## src/rtl/median_stream_pkg.sv

```systemverilog
// ----------------------------------------------------------------------------
// median_stream_pkg
// Shared types for the streaming 10-sample sort/median block.
//   data_t  : 32-bit unsigned sample
//   N_DEF   : default frame length
//   state_e : control states (LOAD -> SORT -> DRAIN -> LOAD)
// ----------------------------------------------------------------------------
package median_stream_pkg;

   typedef logic [31:0] data_t;

   localparam int N_DEF = 10;

   typedef enum logic [1:0] {
      LOAD  = 2'd0,
      SORT  = 2'd1,
      DRAIN = 2'd2
   } state_e;

endpackage

```

## src/rtl/median_stream_10_cas.sv

```systemverilog
// ----------------------------------------------------------------------------
// sort_cas
// Combinational compare-exchange cell for the odd-even transposition sort.
// Ports:
//   a, b   : input pair, a is the lower-index element
//   lo, hi : ordered pair (lo <= hi), unsigned compare
// ----------------------------------------------------------------------------
module sort_cas #(
   parameter int W = 32
) (
   input  logic [W-1:0] a,
   input  logic [W-1:0] b,
   output logic [W-1:0] lo,
   output logic [W-1:0] hi
);

   // Strict '>' leaves equal values where they are, so ties never swap.
   always_comb begin
      if (a > b) begin
         lo = b;
         hi = a;
      end else begin
         lo = a;
         hi = b;
      end
   end

endmodule

```

## src/rtl/median_stream_10.sv

```systemverilog
// ----------------------------------------------------------------------------
// median_stream_10
// Collects N unsorted samples per frame (valid/ready in), sorts the frame in
// place with odd-even transposition (one phase per clock), then streams it out
// ascending (valid/ready out, out_last on the largest). The lower median
// (sorted element N/2-1) is held on med_data until the next frame replaces it.
//
// Ports:
//   clk, rst_n            : clock (rising edge), async active-low reset
//   in_valid/in_ready     : input handshake, in_data = unsorted sample
//   out_valid/out_ready   : output handshake, out_data = sorted sample
//   out_last              : final (largest) sample of the frame
//   med_valid, med_data   : lower median of the most recent sorted frame
//
// Build option:
//   MEDIAN_STREAM_EARLY_EXIT_EN - leave SORT at the end of an odd phase when
//   that phase and the even phase before it made no swaps. Output data is the
//   same either way; only the sort latency changes.
// ----------------------------------------------------------------------------
module median_stream_10
   import median_stream_pkg::*;
#(
   parameter int N = N_DEF,          // frame length, even and >= 2
   parameter int W = $bits(data_t)   // sample width
) (
   input  logic         clk,
   input  logic         rst_n,
   input  logic         in_valid,
   output logic         in_ready,
   input  logic [W-1:0] in_data,
   output logic         out_valid,
   input  logic         out_ready,
   output logic [W-1:0] out_data,
   output logic         out_last,
   output logic         med_valid,
   output logic [W-1:0] med_data
);

   localparam int            CW   = $clog2(N);
   localparam logic [CW-1:0] LAST = CW'(N - 1);
   localparam int            MED  = N / 2 - 1;

   state_e        state_q, state_d;
   logic [CW-1:0] cnt_q;
   logic [CW-1:0] phase_q;
   logic          rdy_q;
   logic [W-1:0]  med_q;
   logic          med_valid_q;

   logic [W-1:0]  buf_q  [N];
   logic [W-1:0]  sort_d [N];
   logic [W-1:0]  cas_lo [N-1];
   logic [W-1:0]  cas_hi [N-1];

   logic          in_fire;
   logic          out_fire;
   logic          sort_done;

   // in_ready comes from a flop so it stays low during reset and rises on the
   // first clock after release.
   assign in_ready  = rdy_q;
   assign in_fire   = in_valid && rdy_q;
   assign out_valid = (state_q == DRAIN);
   assign out_fire  = out_valid && out_ready;
   assign out_data  = out_valid ? buf_q[cnt_q] : '0;
   assign out_last  = out_valid && (cnt_q == LAST);
   assign med_valid = med_valid_q;
   assign med_data  = med_q;

   // One cell per adjacent pair; the phase parity picks which cells write back.
   for (genvar i = 0; i < N - 1; i++) begin : g_cas
      sort_cas #(.W(W)) u_cas (
         .a  (buf_q[i]),
         .b  (buf_q[i+1]),
         .lo (cas_lo[i]),
         .hi (cas_hi[i])
      );
   end

   // Even phase: pairs (0,1),(2,3)...; odd phase: pairs (1,2),(3,4)...
   // Active pairs are disjoint, so the write-backs never overlap.
   always_comb begin
      sort_d = buf_q;
      for (int i = 0; i < N - 1; i++) begin
         if (i[0] == phase_q[0]) begin
            sort_d[i]   = cas_lo[i];
            sort_d[i+1] = cas_hi[i];
         end
      end
   end

`ifdef MEDIAN_STREAM_EARLY_EXIT_EN
   logic phase_swap;
   logic even_swap_q;

   // A cell swapped exactly when its low output differs from its a input.
   always_comb begin
      phase_swap = 1'b0;
      for (int i = 0; i < N - 1; i++) begin
         if (i[0] == phase_q[0] && cas_lo[i] != buf_q[i]) phase_swap = 1'b1;
      end
   end

   // A clean even phase followed by a clean odd phase checks every adjacent
   // pair, so the frame is already in order.
   assign sort_done = (phase_q == LAST) ||
                      (phase_q[0] && !phase_swap && !even_swap_q);

   always_ff @(posedge clk or negedge rst_n) begin
      if (!rst_n) begin
         even_swap_q <= 1'b0;
      end else if (state_q == SORT && !phase_q[0]) begin
         even_swap_q <= phase_swap;
      end
   end
`else
   assign sort_done = (phase_q == LAST);
`endif

   // NOTE: every combinational output gets a default first, so no path through
   // the case can leave it unassigned and infer a latch.
   always_comb begin
      state_d = state_q;
      case (state_q)
         LOAD:    if (in_fire && cnt_q == LAST)  state_d = SORT;
         SORT:    if (sort_done)                 state_d = DRAIN;
         DRAIN:   if (out_fire && cnt_q == LAST) state_d = LOAD;
         default:                                state_d = LOAD;
      endcase
   end

   // NOTE: sequential state uses non-blocking assignments only, so every flop
   // samples pre-edge values regardless of block or statement order.
   always_ff @(posedge clk or negedge rst_n) begin
      if (!rst_n) begin
         state_q     <= LOAD;
         cnt_q       <= '0;
         phase_q     <= '0;
         rdy_q       <= 1'b0;
         med_q       <= '0;
         med_valid_q <= 1'b0;
      end else begin
         state_q <= state_d;
         rdy_q   <= (state_d == LOAD);
         case (state_q)
            LOAD: begin
               if (in_fire) cnt_q <= (cnt_q == LAST) ? '0 : cnt_q + CW'(1);
            end
            SORT: begin
               phase_q <= sort_done ? '0 : phase_q + CW'(1);
               if (sort_done) begin
                  // Median taken from the post-phase values of this last phase.
                  med_q       <= sort_d[MED];
                  med_valid_q <= 1'b1;
               end
            end
            DRAIN: begin
               if (out_fire) cnt_q <= (cnt_q == LAST) ? '0 : cnt_q + CW'(1);
            end
            default: ;
         endcase
      end
   end

   // NOTE: the sample array is deliberately not reset: every entry is written
   // during LOAD before it is ever sorted or read, and a reset would only add
   // N x W reset nets for nothing.
   always_ff @(posedge clk) begin
      if (in_fire) begin
         buf_q[cnt_q] <= in_data;
      end else if (state_q == SORT) begin
         buf_q <= sort_d;
      end
   end

endmodule
```

## config.mk

```make
export PLATFORM = sky130hd
export DESIGN_NAME = median_stream_10
export DESIGN_NICKNAME = d
export VERILOG_FILES = /design/src/rtl/median_stream_pkg.sv /design/src/rtl/median_stream_10_cas.sv /design/src/rtl/median_stream_10.sv
export SDC_FILE = /design/constraint.sdc
export NUM_CORES = 1
export LEC_CHECK = 0
export ABC_AREA = 1
export CAP_MARGIN = 0
export CORE_MARGIN = 2
export CORE_UTILIZATION = 40
export DETAILED_ROUTE_END_ITERATION = 6
export PLACE_DENSITY_LB_ADDON = 0.2
export SLEW_MARGIN = 10
export SYNTH_ARGS = -nofsm -noshare
export SYNTH_HDL_FRONTEND = slang
export SYNTH_SLANG_ARGS = --single-unit
```

## constraint.sdc

```tcl
create_clock -name clk -period 5.2 [get_ports clk]
set_clock_uncertainty 0.2 [all_clocks]
set_input_delay 0.78 -clock clk [delete_from_list [all_inputs] [get_ports clk]]
set_output_delay 0.78 -clock clk [all_outputs]
set_load 0.02 [all_outputs]
```

==> results.yml <==
setup_path:
  r2r_cells: 13
  crit_top_cell: "buf_4"
  cp-end-kind: "primary output"
  cp-start-kind: "register"
  slowest_delay_ns: 0.71
  r2r_setup_slack_ns: 0.97
  required_ns: 4.22
  critical_path_class: "register to primary output"
  crit_arrival_ns: 3.98
  crit_slowest_cell: "nand2_2"
  r2r_end: "buf_q[250]$_DFFE_PP_"
  timing.rr.start: "buf_q[255]$_DFFE_PP_"
  cp-startpoint: "cnt_q[0]$_DFFE_PN0P_"
  cp_max_fo: 30
  cp_cell_sequence: "nand2_2 -> buf_4 -> buf_4 -> o2111ai_1 -> a21oi_1 -> o21ai_1 -> nand2_1 -> inv_1 -> clkdlybuf4s50_1"
routing:
  vias_per_cell: 6.25
  antenna_left: 0
  wl_per_cell_um: 28.7
  drc: 0
  num_vias: 26200
  initialDrtViolationCount: 2852
  routed_wl_um: 120000
  dr.pass1.iters: 6
status:
  status: "complete, no violations"
power_and_ir_drop:
  ir_drop_mv: 0.325
  leakagePower_nw: 13.1
  p_per_area_nw_per_um2: 766
placed_design:
  dpl_cell_area_um2: 28900
  gp_congestion: 0.987
  numPortBuffers: 103
  place_hpwl_um: 86600
die:
  rows: 94
  ioPinCount: 104
  core_region_area_um2: 65900
  die_area_um2: 68800
  die_y_um: 262
  die_w_um: 262
  initial_core_util: 0.405
clock_tree:
  insertion_delay_ns: 0.61
  clock-sinks: 364
  hold_buffers: 0
  cts-resized-gates: 0
  cts_buffers: 47
  post_cts_buffers: 0
  clockBufferDepth: 3
  clk_pin_slew_worst_paths_ns: 0.06
  htreeDepth: 2
  cts_tree: "done"
  clockRootBuffer: "clkbuf_16"
final_layout:
  final_cell_area_um2: 30400
  n_fill_cell: 6447
  antennaDiodeCount: 0
  drive_above_1_share: 0.0591
  final_nets: 3608
  syn2layout_area_growth_pct: 14.0
global_routing:
  grtUsageTotal: 0.340
  antenna_found_initial: 3
  grt_max_degree: 90
  overflow: 0
  grt_pass1_wl_um: 174000
  grt_pass1_vias: 25800
yosys:
  synth_flop_cell: "edfxtp_1"
  synth_top_area_frac: 0.360
  synthArstFlopShare: 0.121
  syn_area_um2: 26700
  synth.most_common_cell: "nand2_1"
  synth_edf_count: 320
  yosysSeqAreaShare: 0.402
  synthesis.nets: 3543
  ys_types: 42
  synth_top_cell_by_area: "edfxtp_1"
  synthTopCellsByCount: "nand2_1, inv_1, edfxtp_1"
  synthTopCellsByArea: "edfxtp_1, ha_1, nand2_1"
  ys.warnings.count: 0
  synth.ff_latch_count: 364
  syn_avg_cell_area_um2: 8.29
  syn_inst: 3219
timing:
  fin_crit_sh: 0.954
  layout_min_cycle_time_ns: 4.96
  worst-slew-pin-transition_ns: 1.12
  setup_viol: 0
  clock.fmax_mhz: 202
  hold_viol: 0
  slew_headroom: 0.248
  fin_setup_tns_ns: 0
  drv_slew: 0
  rsz0062_at_grt: "false"
flow_run:
  drv_cap: 0
min_path:
  min_path_type: "primary input to async pin"
state kept, by name (all words and copies together), names as in the netlist:
register   cells
in_ready       1
med_valid      1
phase_q        4
buf_q        320
state_q        2
cnt_q          4
med_data      32
worst max-delay path by stage:
| stage | to | cells past startpoint | slack [ns] |
|---|---|---|---|
| 4_1_cts | out_data[17] | 9 | 0.29 |
| 2_1_floorplan | buf_q[0]$_DFFE_PP_ | 7 | 1.25 |
| 6_report | out_data[17] | 9 | 0.24 |
| 3_3_place_gp | out_data[15] | 9 | 1.02 |
| 5_1_grt | out_data[10] | 10 | 0.18 |
| 3_5_place_dp | out_data[17] | 9 | 0.94 |
power by group:
group | leakage [nW] | switching [mW] | internal [mW] | total (mW)
Combinational | 8.70 | 9.31 | 4.02 | 13.3
Clock | 0.749 | 1.42 | 2.00 | 3.42
Sequential | 3.65 | 1.42 | 5.13 | 6.55
Total | 13.1 | 12.1 | 11.2 | 23.3
cell families after synthesis:
group | share of synthesized area
AOI/OAI and AO/OA | 0.211
DFF | 0.402
and+or+nand+nor | 0.162
adders and majority gates | 0.135
xor gates and xnor gates | 0.000985
buffers and inverters | 0.0900
critical path, delay by kind of cell, from the launching register on:
family	cells	cell delay, ns
AO/OA/AOI/OAI	3	0.68
flip-flops	1	0.49
buffers and inverters	4	1.43
AND/OR/NAND/NOR	2	0.78
final cells by class:
| type | instances | area, um2 | area share |
|---|---|---|---|
| Timing Repair Buffer | 182 | 1690 | 0.0557 |
| Tap cell | 864 | 1080 | 0.0356 |
| Sequential cell | 364 | 10700 | 0.352 |
| Clock inverter | 21 | 265 | 0.00872 |
| Inverter | 451 | 1700 | 0.0558 |
| Clock buffer | 62 | 1260 | 0.0415 |
| Multi-Input combinational cell | 2238 | 13700 | 0.450 |
stage by stage:
stage / power [mW] / util / worst slack [ns] / instances / hold WS (ns)
2_1_floorplan: 14.1 / - / 1.25 / 3219 / 0.233
4_1_cts: 23.0 / 0.462 / 0.294 / 4182 / 0.201
5_1_grt: 24.7 / 0.462 / 0.176 / 4182 / 0.260
6_report: 23.3 / 0.462 / 0.240 / 4182 / 0.167
3_5_place_dp: 19.5 / 0.438 / 0.944 / 4099 / 0.259
3_3_place_gp: 19.3 / 0.438 / 1.02 / 4099 / 0.252
routing by layer:
metal / up-vias / track usage / part of all wire
li1: 11600 / - / -
met1: 12700 / 0.378 / 0.35
met2: 1454 / 0.585 / 0.49
met3: 463 / 0.0441 / 0.068
met4: 4 / 0.271 / 0.093
met5: - / 0 / 0.00022
cell usage in the layout, fill, tap and decap left out, types with 47 or more instances in the layout:
master,Yosys,routed
nand2_1,640,638
buf_4,2,73
a21oi_1,175,174
ha_1,288,288
inv_1,439,439
o21ai_1,58,58
nor2_1,111,92
o22ai_1,87,87
a22oi_1,181,181
o21ai_0,275,275
nand3_1,217,217
clkdlybuf4s50_1,0,102
edfxtp_1,320,320
clkbuf_16,0,47
Note: power is estimated with default switching activity, not from simulation.
